### src/rtl/seven_segment_pkg.sv
// Shared types and constants for the multiplexed seven-segment scanner.
package seven_segment_pkg;

  // Scan FSM: dark gap between digits, then the digit is driven.
  typedef enum logic {
    S_BLANK = 1'b0,
    S_DRIVE = 1'b1
  } scan_state_e;

  // All segments dark.
  localparam logic [6:0] SEG_OFF = 7'b000_0000;

  // Width of the shared dwell counter: wide enough for the longer of the
  // drive and blank phases, and never narrower than one bit.
  function automatic int scan_cnt_width(input int digit_cycles, input int blank_cycles);
    int m;
    m = 2;
    m = (digit_cycles > m) ? digit_cycles : m;
    m = (blank_cycles > m) ? blank_cycles : m;
    return $clog2(m);
  endfunction

endpackage

### src/rtl/seven_segment_scanner_if.sv
// Load port of the scanner: one valid/ready transfer carries a complete
// display image (nibbles, blank mask, decimal points, zero suppression).
interface seven_segment_scanner_if #(
  parameter int NUM_DIGITS = 4
) ();

  logic                      load_valid;
  logic                      load_ready;
  logic [4*NUM_DIGITS-1:0]   load_data;
  logic [NUM_DIGITS-1:0]     load_blank;
  logic [NUM_DIGITS-1:0]     load_dp;
  logic                      load_lzs;

  // Producer of display images (status/debug logic).
  modport master (
    output load_valid,
    output load_data,
    output load_blank,
    output load_dp,
    output load_lzs,
    input  load_ready
  );

  // The scanner itself.
  modport slave (
    input  load_valid,
    input  load_data,
    input  load_blank,
    input  load_dp,
    input  load_lzs,
    output load_ready
  );

endinterface

### src/rtl/seven_segment_scanner_decoder.sv
// Hex nibble to seven-segment pattern, active high, bit0 = A ... bit6 = G.
module seven_segment_scanner_decoder
  import seven_segment_pkg::*;
(
  input  logic [3:0] nibble_i,
  output logic [6:0] seg_o
);

  // Combinational glyph table for 0-9, A, b, C, d, E, F.
  always_comb begin
    seg_o = SEG_OFF;
    case (nibble_i)
      4'h0:    seg_o = 7'b011_1111;
      4'h1:    seg_o = 7'b000_0110;
      4'h2:    seg_o = 7'b101_1011;
      4'h3:    seg_o = 7'b100_1111;
      4'h4:    seg_o = 7'b110_0110;
      4'h5:    seg_o = 7'b110_1101;
      4'h6:    seg_o = 7'b111_1101;
      4'h7:    seg_o = 7'b000_0111;
      4'h8:    seg_o = 7'b111_1111;
      4'h9:    seg_o = 7'b110_1111;
      4'hA:    seg_o = 7'b111_0111;
      4'hB:    seg_o = 7'b111_1100;
      4'hC:    seg_o = 7'b011_1001;
      4'hD:    seg_o = 7'b101_1110;
      4'hE:    seg_o = 7'b111_1001;
      4'hF:    seg_o = 7'b111_0001;
      default: seg_o = SEG_OFF;
    endcase
  end

endmodule

### src/rtl/seven_segment_scanner.sv
// Time-multiplexed seven-segment display controller. One decoder is shared by
// all digits; each digit is driven for DIGIT_CYCLES after BLANK_CYCLES of dark
// time. A loaded image waits in a pending register and is only committed when
// the scan wraps from the last digit back to digit 0, so a frame never mixes
// old and new contents. Outputs are registered from next-state values so that
// dig_en/seg/dp line up with the FSM state they describe.
module seven_segment_scanner
  import seven_segment_pkg::*;
#(
  parameter int NUM_DIGITS   = 4,
  parameter int DIGIT_CYCLES = 3,
  parameter int BLANK_CYCLES = 1
) (
  input  logic                    clk,
  input  logic                    reset,
  seven_segment_scanner_if.slave  load_if,
  output logic [6:0]              seg,
  output logic                    dp,
  output logic [NUM_DIGITS-1:0]   dig_en,
  output logic                    frame_start
);

  localparam int CW = scan_cnt_width(DIGIT_CYCLES, BLANK_CYCLES);
  localparam int IW = $clog2(NUM_DIGITS);
  localparam int DW = 4 * NUM_DIGITS;

  localparam logic [CW-1:0]         DIGIT_LAST  = CW'(DIGIT_CYCLES - 1);
  localparam logic [CW-1:0]         BLANK_LAST  = CW'((BLANK_CYCLES > 0) ? (BLANK_CYCLES - 1) : 0);
  localparam logic [IW-1:0]         IDX_LAST    = IW'(NUM_DIGITS - 1);
  localparam logic [NUM_DIGITS-1:0] ONE_HOT_0   = NUM_DIGITS'(1);
  // Each digit slot starts with the dark gap unless the gap is disabled.
  localparam scan_state_e           DIGIT_ENTRY = (BLANK_CYCLES > 0) ? S_BLANK : S_DRIVE;

  // Scan sequencing
  scan_state_e      state_q, state_d;
  logic [CW-1:0]    cnt_q, cnt_d;
  logic [IW-1:0]    idx_q, idx_d;
  logic             start_q;
  logic             boundary_s;

  // Load handshake and pending image
  logic             accept_s;
  logic             commit_s;
  logic             pending_q, pending_d;
  logic             ready_q, ready_d;
  logic [DW-1:0]          pend_data_q, pend_data_d;
  logic [NUM_DIGITS-1:0]  pend_blank_q, pend_blank_d;
  logic [NUM_DIGITS-1:0]  pend_dp_q, pend_dp_d;
  logic                   pend_lzs_q, pend_lzs_d;

  // Image currently on display
  logic [DW-1:0]          disp_data_q, disp_data_d;
  logic [NUM_DIGITS-1:0]  disp_blank_q, disp_blank_d;
  logic [NUM_DIGITS-1:0]  disp_dp_q, disp_dp_d;
  logic                   disp_lzs_q, disp_lzs_d;

  // Digit content path
  logic                   lzs_run_s;
  logic [NUM_DIGITS-1:0]  eff_blank_s;
  logic [3:0]             nibble_s;
  logic [6:0]             dec_seg_s;

  // Registered outputs
  logic [6:0]             seg_q, seg_d;
  logic                   dp_q, dp_d;
  logic [NUM_DIGITS-1:0]  dig_en_q, dig_en_d;
  logic                   frame_start_q, frame_start_d;

  // Scan state register; start_q marks the first edge after reset, which
  // opens the first frame so it gets a frame_start pulse like every other.
  always_ff @(posedge clk or posedge reset) begin
    if (reset) begin
      state_q <= S_BLANK;
      cnt_q   <= '0;
      idx_q   <= '0;
      start_q <= 1'b1;
    end else begin
      state_q <= state_d;
      cnt_q   <= cnt_d;
      idx_q   <= idx_d;
      start_q <= 1'b0;
    end
  end

  // Next-state logic: dwell counting, digit advance and frame wrap detection.
  always_comb begin
    state_d    = state_q;
    cnt_d      = cnt_q;
    idx_d      = idx_q;
    boundary_s = 1'b0;
    if (start_q) begin
      state_d    = DIGIT_ENTRY;
      cnt_d      = '0;
      idx_d      = '0;
      boundary_s = 1'b1;
    end else begin
      case (state_q)
        S_BLANK: begin
          if (cnt_q == BLANK_LAST) begin
            state_d = S_DRIVE;
            cnt_d   = '0;
          end else begin
            cnt_d   = cnt_q + CW'(1);
          end
        end
        S_DRIVE: begin
          if (cnt_q == DIGIT_LAST) begin
            state_d = DIGIT_ENTRY;
            cnt_d   = '0;
            if (idx_q == IDX_LAST) begin
              idx_d      = '0;
              boundary_s = 1'b1;
            end else begin
              idx_d      = idx_q + IW'(1);
            end
          end else begin
            cnt_d = cnt_q + CW'(1);
          end
        end
        default: begin
          state_d = S_BLANK;
          cnt_d   = '0;
          idx_d   = '0;
        end
      endcase
    end
  end

  // Handshake: capture on accept, release on commit. An accept on the
  // boundary edge itself wins over the (empty) commit and waits a frame.
  // Ready follows the registered pending flag, so it returns one cycle
  // after the commit edge.
  always_comb begin
    accept_s     = load_if.load_valid & ready_q;
    commit_s     = boundary_s & pending_q;
    pend_data_d  = pend_data_q;
    pend_blank_d = pend_blank_q;
    pend_dp_d    = pend_dp_q;
    pend_lzs_d   = pend_lzs_q;
    if (accept_s) begin
      pending_d    = 1'b1;
      pend_data_d  = load_if.load_data;
      pend_blank_d = load_if.load_blank;
      pend_dp_d    = load_if.load_dp;
      pend_lzs_d   = load_if.load_lzs;
    end else if (commit_s) begin
      pending_d    = 1'b0;
    end else begin
      pending_d    = pending_q;
    end
    ready_d = ~pending_q & ~accept_s;
  end

  // Display image for the upcoming cycle: swapped only at a frame wrap.
  always_comb begin
    if (commit_s) begin
      disp_data_d  = pend_data_q;
      disp_blank_d = pend_blank_q;
      disp_dp_d    = pend_dp_q;
      disp_lzs_d   = pend_lzs_q;
    end else begin
      disp_data_d  = disp_data_q;
      disp_blank_d = disp_blank_q;
      disp_dp_d    = disp_dp_q;
      disp_lzs_d   = disp_lzs_q;
    end
  end

  // Pending image and handshake registers; reset drops any queued load.
  always_ff @(posedge clk or posedge reset) begin
    if (reset) begin
      pending_q    <= 1'b0;
      ready_q      <= 1'b1;
      pend_data_q  <= '0;
      pend_blank_q <= '0;
      pend_dp_q    <= '0;
      pend_lzs_q   <= 1'b0;
    end else begin
      pending_q    <= pending_d;
      ready_q      <= ready_d;
      pend_data_q  <= pend_data_d;
      pend_blank_q <= pend_blank_d;
      pend_dp_q    <= pend_dp_d;
      pend_lzs_q   <= pend_lzs_d;
    end
  end

  // Displayed image registers; after reset every digit is dark.
  always_ff @(posedge clk or posedge reset) begin
    if (reset) begin
      disp_data_q  <= '0;
      disp_blank_q <= '1;
      disp_dp_q    <= '0;
      disp_lzs_q   <= 1'b0;
    end else begin
      disp_data_q  <= disp_data_d;
      disp_blank_q <= disp_blank_d;
      disp_dp_q    <= disp_dp_d;
      disp_lzs_q   <= disp_lzs_d;
    end
  end

  // Effective blank mask: explicit blanks plus leading-zero suppression,
  // walking down from the top digit while every digit seen so far is zero.
  // Digit 0 is never suppressed; a lit decimal point exempts its digit.
  always_comb begin
    lzs_run_s   = 1'b1;
    eff_blank_s = disp_blank_d;
    for (int i = NUM_DIGITS - 1; i >= 1; i--) begin
      lzs_run_s      = lzs_run_s & (disp_data_d[4*i +: 4] == 4'h0);
      eff_blank_s[i] = disp_blank_d[i] | (disp_lzs_d & lzs_run_s & ~disp_dp_d[i]);
    end
  end

  assign nibble_s = disp_data_d[{idx_d, 2'b00} +: 4];

  seven_segment_scanner_decoder u_decoder (
    .nibble_i (nibble_s),
    .seg_o    (dec_seg_s)
  );

  // Pin values for the upcoming cycle, derived from the next scan state.
  always_comb begin
    seg_d         = SEG_OFF;
    dp_d          = 1'b0;
    dig_en_d      = '0;
    frame_start_d = boundary_s;
    if (state_d == S_DRIVE) begin
      dig_en_d = ONE_HOT_0 << idx_d;
      if (eff_blank_s[idx_d]) begin
        seg_d = SEG_OFF;
        dp_d  = 1'b0;
      end else begin
        seg_d = dec_seg_s;
        dp_d  = disp_dp_d[idx_d];
      end
    end else begin
      seg_d    = SEG_OFF;
      dp_d     = 1'b0;
      dig_en_d = '0;
    end
  end

  // Output registers; reset darkens the display at once.
  always_ff @(posedge clk or posedge reset) begin
    if (reset) begin
      seg_q         <= SEG_OFF;
      dp_q          <= 1'b0;
      dig_en_q      <= '0;
      frame_start_q <= 1'b0;
    end else begin
      seg_q         <= seg_d;
      dp_q          <= dp_d;
      dig_en_q      <= dig_en_d;
      frame_start_q <= frame_start_d;
    end
  end

  assign seg                = seg_q;
  assign dp                 = dp_q;
  assign dig_en             = dig_en_q;
  assign frame_start        = frame_start_q;
  assign load_if.load_ready = ready_q;

endmodule
### src/flat_wrapper.sv
// flat-port wrapper written by rule: the top's interface ports become plain ports
module seven_segment_scanner_flat import seven_segment_pkg::*;
#(
  parameter int NUM_DIGITS   = 4,
  parameter int DIGIT_CYCLES = 3,
  parameter int BLANK_CYCLES = 1
)
  (clk, reset, seg, dp, dig_en, frame_start, load_if_load_valid, load_if_load_data, load_if_load_blank, load_if_load_dp, load_if_load_lzs, load_if_load_ready);
  seven_segment_scanner_if #(.NUM_DIGITS(NUM_DIGITS)) load_if_i ();
  input  logic clk;
  input  logic reset;
  output logic [6:0] seg;
  output logic dp;
  output logic [NUM_DIGITS-1:0] dig_en;
  output logic frame_start;
  input wire logic [$bits(load_if_i.load_valid)-1:0] load_if_load_valid;
  input wire logic [$bits(load_if_i.load_data)-1:0] load_if_load_data;
  input wire logic [$bits(load_if_i.load_blank)-1:0] load_if_load_blank;
  input wire logic [$bits(load_if_i.load_dp)-1:0] load_if_load_dp;
  input wire logic [$bits(load_if_i.load_lzs)-1:0] load_if_load_lzs;
  output wire logic [$bits(load_if_i.load_ready)-1:0] load_if_load_ready;
  assign load_if_i.load_valid = load_if_load_valid;
  assign load_if_i.load_data = load_if_load_data;
  assign load_if_i.load_blank = load_if_load_blank;
  assign load_if_i.load_dp = load_if_load_dp;
  assign load_if_i.load_lzs = load_if_load_lzs;
  assign load_if_load_ready = load_if_i.load_ready;
  seven_segment_scanner #(.NUM_DIGITS(NUM_DIGITS), .DIGIT_CYCLES(DIGIT_CYCLES), .BLANK_CYCLES(BLANK_CYCLES)) u_core (.clk(clk), .reset(reset), .load_if(load_if_i), .seg(seg), .dp(dp), .dig_en(dig_en), .frame_start(frame_start));
endmodule
### config.mk
export PLATFORM = sky130hd
export DESIGN_NAME = seven_segment_scanner_flat
export DESIGN_NICKNAME = d
export VERILOG_FILES = /design/src/rtl/seven_segment_pkg.sv /design/src/rtl/seven_segment_scanner_if.sv /design/src/rtl/seven_segment_scanner_decoder.sv /design/src/rtl/seven_segment_scanner.sv /design/src/flat_wrapper.sv
export SDC_FILE = /design/constraint.sdc
export NUM_CORES = 1
export LEC_CHECK = 0
export BUFFER_PORTS_ARGS = -buffer_cell sky130_fd_sc_hd__clkbuf_2
export CAP_MARGIN = 20
export CELL_PAD_IN_SITES_DETAIL_PLACEMENT = 0
export CELL_PAD_IN_SITES_GLOBAL_PLACEMENT = 1
export CORE_UTILIZATION = 30
export CTS_CLUSTER_SIZE = 16
export DETAILED_ROUTE_END_ITERATION = 7
export GPL_ROUTABILITY_DRIVEN = 0
export PLACE_DENSITY = 0.59
export SLEW_MARGIN = 20
export SYNTH_ARGS = -nofsm -noshare
export SYNTH_HDL_FRONTEND = slang
export SYNTH_HIERARCHICAL = 1
export SYNTH_SLANG_ARGS = --single-unit
### constraint.sdc
create_clock -name clk -period 4.1 [get_ports clk]
set_input_delay 0.41 -clock clk [delete_from_list [all_inputs] [get_ports clk]]
set_output_delay 0.41 -clock clk [all_outputs]
set_load 0.05 [all_outputs]
# [Word level (Yosys, flattened, before mapping)]
# Memory sizes are Yosys's and may differ from the RTL's.
# Index checks and enable logic that the tools add are counted.
[classes] addsub=2 muxes=31 n_eq_ne=2 n_lt_le_gt_ge=1 shift=2 bitwise_logic=20 n_reduce_logical=5
[op_table] cell="16-bit two-way mux" count=1
[op_table] cell="16-bit by 5-bit variable part select with 4-bit output" count=1
[op_table] cell="1-bit two-way mux" count=14
[op_table] cell="2-bit two-way mux" count=7
[op_table] cell="7-bit two-way mux" count=2
[op_table] cell="4-bit zero test" count=3
[op_table] cell="4-bit two-way mux" count=3
[op_table] cell="1-bit bitwise AND" count=11
[op_table] cell="1-bit inverter" count=6
[op_table] cell="2-bit by 1-bit adder with 2-bit output (second input constant)" count=2
[op_table] cell="1-bit binary-select mux with 2-bit select" count=2
[op_table] cell="2-bit == test (second input constant)" count=2
[op_table] cell="2-bit one-hot mux with 2 select lines" count=1
[op_table] cell="1-bit by 2-bit left shift with 4-bit output (first input constant)" count=1
[op_table] cell="2-bit by 3-bit < comparator with 1-bit output (second input constant)" count=1
[op_table] cell="1-bit bitwise OR" count=3
[op_table] cell="2-bit zero test" count=1
[op_table] cell="1-bit one-hot mux with 2 select lines" count=1
[op_table] cell="2-bit nonzero test" count=1
[word_totals] regBits=71 mem_count=1 rom_bits=112
[mem_list] memory="(name not given)" depth=16 word_bits=7 rd=1 rd_clocked_by_memory_dff=0 write_ports=0 line="seven_segment_scanner_decoder.sv:12" text="case (nibble_i)"

# [Logic depth before layout (Yosys ltp)]
[logic_depth] word_depth=17 ltp_mapped=15 ltp_nobuf=13

# [Modules after synthesis]
# The synthesis kept the hierarchy.
[by_module_without_submodules] module="seven_segment_scanner" seq_area_each_um2=1784.2 cells_per_inst=223 n_inst=1 area_per_inst_um2=3193.1
[by_module_without_submodules] module="seven_segment_scanner_decoder" seq_area_each_um2=0.0 cells_per_inst=33 n_inst=1 area_per_inst_um2=286.5

# [Worst setup path before layout]
# OpenSTA, ideal clock, no wires.
[synth_path] path_kind="register to register" startpoint="register u_core.cnt_q[0]" endpoint="register u_core.seg_q[3], in the netlist u_core/seg[3]" n_path_buf=2 setup_time_ns=0.119 arrival_time_ns=3.113 stages_incl_launch_ff=16 setup_slack_ns=0.868 cell_sequence="dfrtp_1 inv_1 ha_1 buf_6 a31oi_4 inv_4 nand2_8 buf_8 mux2_4 mux2_2 mux2_2 inv_1 ha_1 inv_1 mux4_1 and2_1"
[synth_between] elab_cells_between_ends=40 cone_classes="eq/ne: 1; shift: 1; mux: 18; bitwise: 15; reduce/logical: 4; memory: 1"
[synth_rtl] item="from (decl)" line="seven_segment_scanner.sv:36" text="logic [CW-1:0] cnt_q, cnt_d;"
[synth_rtl] item="from (signal assigned)" line="seven_segment_scanner.sv:79" text="cnt_q <= cnt_d;"
[synth_rtl] item="2-bit == test" line="seven_segment_scanner.sv:107" text="if (cnt_q == DIGIT_LAST) begin"
[synth_rtl] item="1-bit two-way mux" line="seven_segment_scanner.sv:107"
[synth_rtl] item="1-bit two-way mux" line="seven_segment_scanner.sv:97" text="case (state_q)"
[synth_rtl] item="1-bit two-way mux" line="seven_segment_scanner.sv:91" text="if (start_q) begin"
[synth_rtl] item="via u_core.boundary_s" line="seven_segment_scanner.sv:39" text="logic boundary_s;"
[synth_rtl] item="1-bit bitwise AND" line="seven_segment_scanner.sv:135" text="commit_s = boundary_s & pending_q;"
[synth_rtl] item="16-bit two-way mux" line="seven_segment_scanner.sv:156" text="if (commit_s) begin"
[synth_rtl] item="via u_core.disp_data_d[5]" line="seven_segment_scanner.sv:52" text="logic [DW-1:0] disp_data_q, disp_data_d;"
[synth_rtl] item="16-bit by 5-bit variable part select with 4-bit output" line="seven_segment_scanner.sv:215" text="assign nibble_s = disp_data_d[{idx_d, 2'b00} +: 4];"
[synth_rtl] item="via u_core.nibble_s[1]" line="seven_segment_scanner.sv:60" text="logic [3:0] nibble_s;"
[synth_rtl] item="memory 16 x 7 bit"
[synth_rtl] item="via u_core.dec_seg_s[3]" line="seven_segment_scanner.sv:61" text="logic [6:0] dec_seg_s;"
[synth_rtl] item="7-bit two-way mux" line="seven_segment_scanner.sv:230" text="if (eff_blank_s[idx_d]) begin"
[synth_rtl] item="7-bit two-way mux" line="seven_segment_scanner.sv:228" text="if (state_d == S_DRIVE) begin"
[synth_rtl] item="via u_core.seg_d[3]" line="seven_segment_scanner.sv:64" text="logic [6:0] seg_q, seg_d;"
[synth_rtl] item="to (signal assigned)" line="seven_segment_scanner.sv:252" text="seg_q <= seg_d;"
[synth_rtl] item="to (decl)" line="seven_segment_scanner.sv:64"
# The timed path passes the listed nets, and every way through them passes these cells. The select of a mux whose other input is x is not followed.
# A chain may end at the register's enable or synchronous reset.

# [Worst setup path after layout]
# Same ends and word-level chain as after synthesis.

==> run metrics <==
# DRC=0; YS warnings=6; Post-synth EDFFs=0; CTS max path bufs=2; DR iter-0 viols=between 80 and 90; CP Capture Type=flip-flop; Final setup viols=0; switching power=approximately 1 mW; total power=2.92 mW; Netlist cell types=50; Syn Area/Cell=approximately 14 um2; layout cells sized above 1=0.440; final setup TNS=0 ns; CTS clk-pin slew, worst paths=around 0.060 ns; slowest CP cell=mux4_1; minimum clock period=between 3 and 4 ns; Post-synth ARST share=1.00; number of hold buffers added after cts=0; GRT Total Usage=0.130; TritonCTS Buffers=9; area grow syn2layout=16.2%; Die Ht=between 100 and 150 um; prevailing post-synth register cell=dfrtp_1; total wire length=just under 7000 um; Pleak=~1.9 nW; Post-Synthesis Cells=between 200 and 300; H-tree Lvls=3; top cell family by delay on the critical path=multiplexers; CTS root buffer=clkbuf_16; full die area=~12000 um2; # port buffers=just over 40; sequential fraction of the synthesis area=0.513; Mapped Nets=between 200 and 300; max cap viols=0; Cell Int Power=1.90 mW; slowest stage delay, CP=roughly 0.48 ns; # resized after CTS=0; Synth top area share=0.467; Crit Path Class=flip-flop to flip-flop; Seq cells post-synth=71; clock latency at the later pin of the worst-skew pair=~0.33 ns; clk_skew=a little over 0.004 ns; count leader, synth=dfrtp_1; Max FO, Critical Path=28; worst IR drop on VDD=around 0.29 mV; Final Hold Viols=0; starting density of the core=0.314; vias in the first global route=between 2k and 2.5k; Chip Width=110 um; Slew HR=0.495; Clock Power Share=0.243; DR vias/cell=about 4.7; PD cells=722 nW/um2; initial antenna violation count=0; largest net degree at the start of global routing=37; CP bufs+invs=3; Net Sw Frac=0.347; sequential power share=0.393; post-route clock period utilization=0.852; Slew Limit Fails=0; Core Area=~11000 um2; first-pass GRT wire length=11500 um; antenna viol nets, final=0; CTS tree=yes; Post-synth top cells=dfrtp_1 (65), mux2_2 (40), inv_1 (16); Highest Clock Rate=between 0.2 and 0.3 GHz; Combinational Power Share=0.363; Layout Nets=336; outcome=complete, no violations; post-DP HPWL=between 4000 and 5000 um; Worst Path Required=about 4.3 ns; row count=38; io pins=between 40 and 50; critical path cell sequence=inv_1, ha_1, a31oi_4, inv_4, nand2_8, mux2_1, mux2_2, mux2_2, inv_1, ha_1, mux4_1, and2_1; worst min-delay path class=input port to asynchronous set/reset pin; Worst EP arrival=about 3.7 ns; TritonRoute pass-1 iters=4; Synth area leaders=dfrtp_1 (47%), mux2_2 (13%), mux2_4 (6.5%); total grt overflow=0; Mapped Area=between 3000 and 4000 um2; DR vias=2082; ANT cells=0; CTS Sinks=just over 70; leading area contributor after synthesis=dfrtp_1; drt wl/cell=around 15 um; crit path launch type=flip-flop; RSZ-0062 raised after global routing=false; worst-margin pin slew=0.756 ns; post-CTS setup buffers=0
-- flip-flops by register name, summed over array words and instances, names as in the netlist --
name and cells:
u_core/frame_start 1, u_core/dp 1, u_core/pending_q 1, u_core/disp_lzs_q 1, u_core/disp_data_q 16, u_core/start_q 1
u_core/pend_blank_q 4, u_core/pend_lzs_q 1, u_core/seg 7, u_core/idx_q 2, u_core/pend_dp_q 4, u_core/disp_blank_q 4
u_core/disp_dp_q 4, u_core/load_if.load_ready 1, u_core/dig_en 4, u_core/state_q 1, u_core/pend_data_q 16, u_core/cnt_q 2
-- per-layer routing --
layer / wire length (um) / vias to the layer above / GRT usage
met5: 0 / - / 0
met1: 3040 / 1048 / 0.158
met3: 236 / 9 / 0.0373
li1: - / 998 / -
met2: 3390 / 27 / 0.217
met4: 97 / 0 / 0.0486
-- power by group through the flow --
| stage | Combinational, mW | Clock [mW] | Sequential (mW) |
|---|---|---|---|
| floorplan | 0.769 | 0 | 1.23 |
| global placement | 1.05 | 0 | 1.16 |
| detailed placement | 1.07 | 0 | 1.17 |
| CTS | 1.07 | 0.732 | 1.15 |
| global route | 1.17 | 0.761 | 1.18 |
| finish | 1.06 | 0.710 | 1.15 |
-- worst register-to-register path: stages (launching register included) --
cell and delay (ns):
dfrtp_1 0.36, inv_1 0.09, ha_1 0.32, a31oi_4 0.29
inv_4 0.09, nand2_8 0.24, mux2_1 0.39, mux2_2 0.26
mux2_2 0.31, inv_1 0.14, ha_1 0.27, mux4_1 0.48
and2_1 0.16
-- worst paths after layout --
path / end / slack (ns) / cells after the start / startpoint
hold reg to reg: u_core/disp_blank_q[3] / 0.48 / 2 / u_core/disp_blank_q[3]
max in group asynchronous: u_core/disp_blank_q[3] / 2.94 / 3 / reset
min in group clk: u_core/load_if.load_ready / 0.24 / 2 / load_if_load_valid
setup / recovery: u_core/seg[3] / 0.61 / 12 / u_core/cnt_q[0]
setup reg to reg: u_core/seg[3] / 0.61 / 12 / u_core/cnt_q[0]
hold / removal: u_core/pending_q / 0.20 / 2 / reset
-- cell families (layout without fill, tap and decap cells) --
logic type	Yosys count	count (layout)	share of synthesized area
other cells	1	1	0.00108
compound gates	31	31	0.0741
simple gates	43	43	0.0748
mux	69	69	0.248
fa+ha+maj	11	11	0.0396
buf+inv	30	76	0.0493
flops	71	71	0.513
-- cell usage in the layout, fill, tap and decap left out, drive strengths merged, types with 2 or more instances in the layout --
master / instances
clkinvlp: 4
a21o: 2
or4: 3
nor2: 7
a31oi: 2
mux2i: 5
clkbuf: 50
and2: 7
nand2: 7
a2111oi: 2
nor2b: 4
dfrtp: 65
or4b: 2
nor3: 4
mux4: 3
mux2: 61
a211o: 2
and3: 2
o21ai: 6
a211oi: 2
dfstp: 6
ha: 11
a21boi: 3
a21oi: 2
o31ai: 2
inv: 18
o211ai: 3
nand3: 2
nor4: 2
clkinv: 3
a22oi: 2
-- stage by stage --
step           utilization  cells  hold WS [ns]  worst slack, ns  instance area [um2]
4_1_cts              0.365    442         0.223            0.584                 4040
3_3_place_gp         0.340    426         0.471            0.705                 3770
6_report             0.365    442         0.199            0.607                 4040
2_1_floorplan            -    256         0.455            0.868                 3480
5_1_grt              0.365    442         0.245            0.439                 4040
3_5_place_dp         0.340    426         0.477            0.605                 3770
-- cell type report --
class | instances | area [um2]
fillers | 1118 | 7030
inverters | 18 | 71.3
well taps | 140 | 175
clock inverters | 7 | 48.8
flip-flops and latches | 71 | 1780
clock buffers | 9 | 225
repair buffers | 42 | 213
multi-input cells | 155 | 1530
Note: power is estimated with default switching activity, not from simulation.
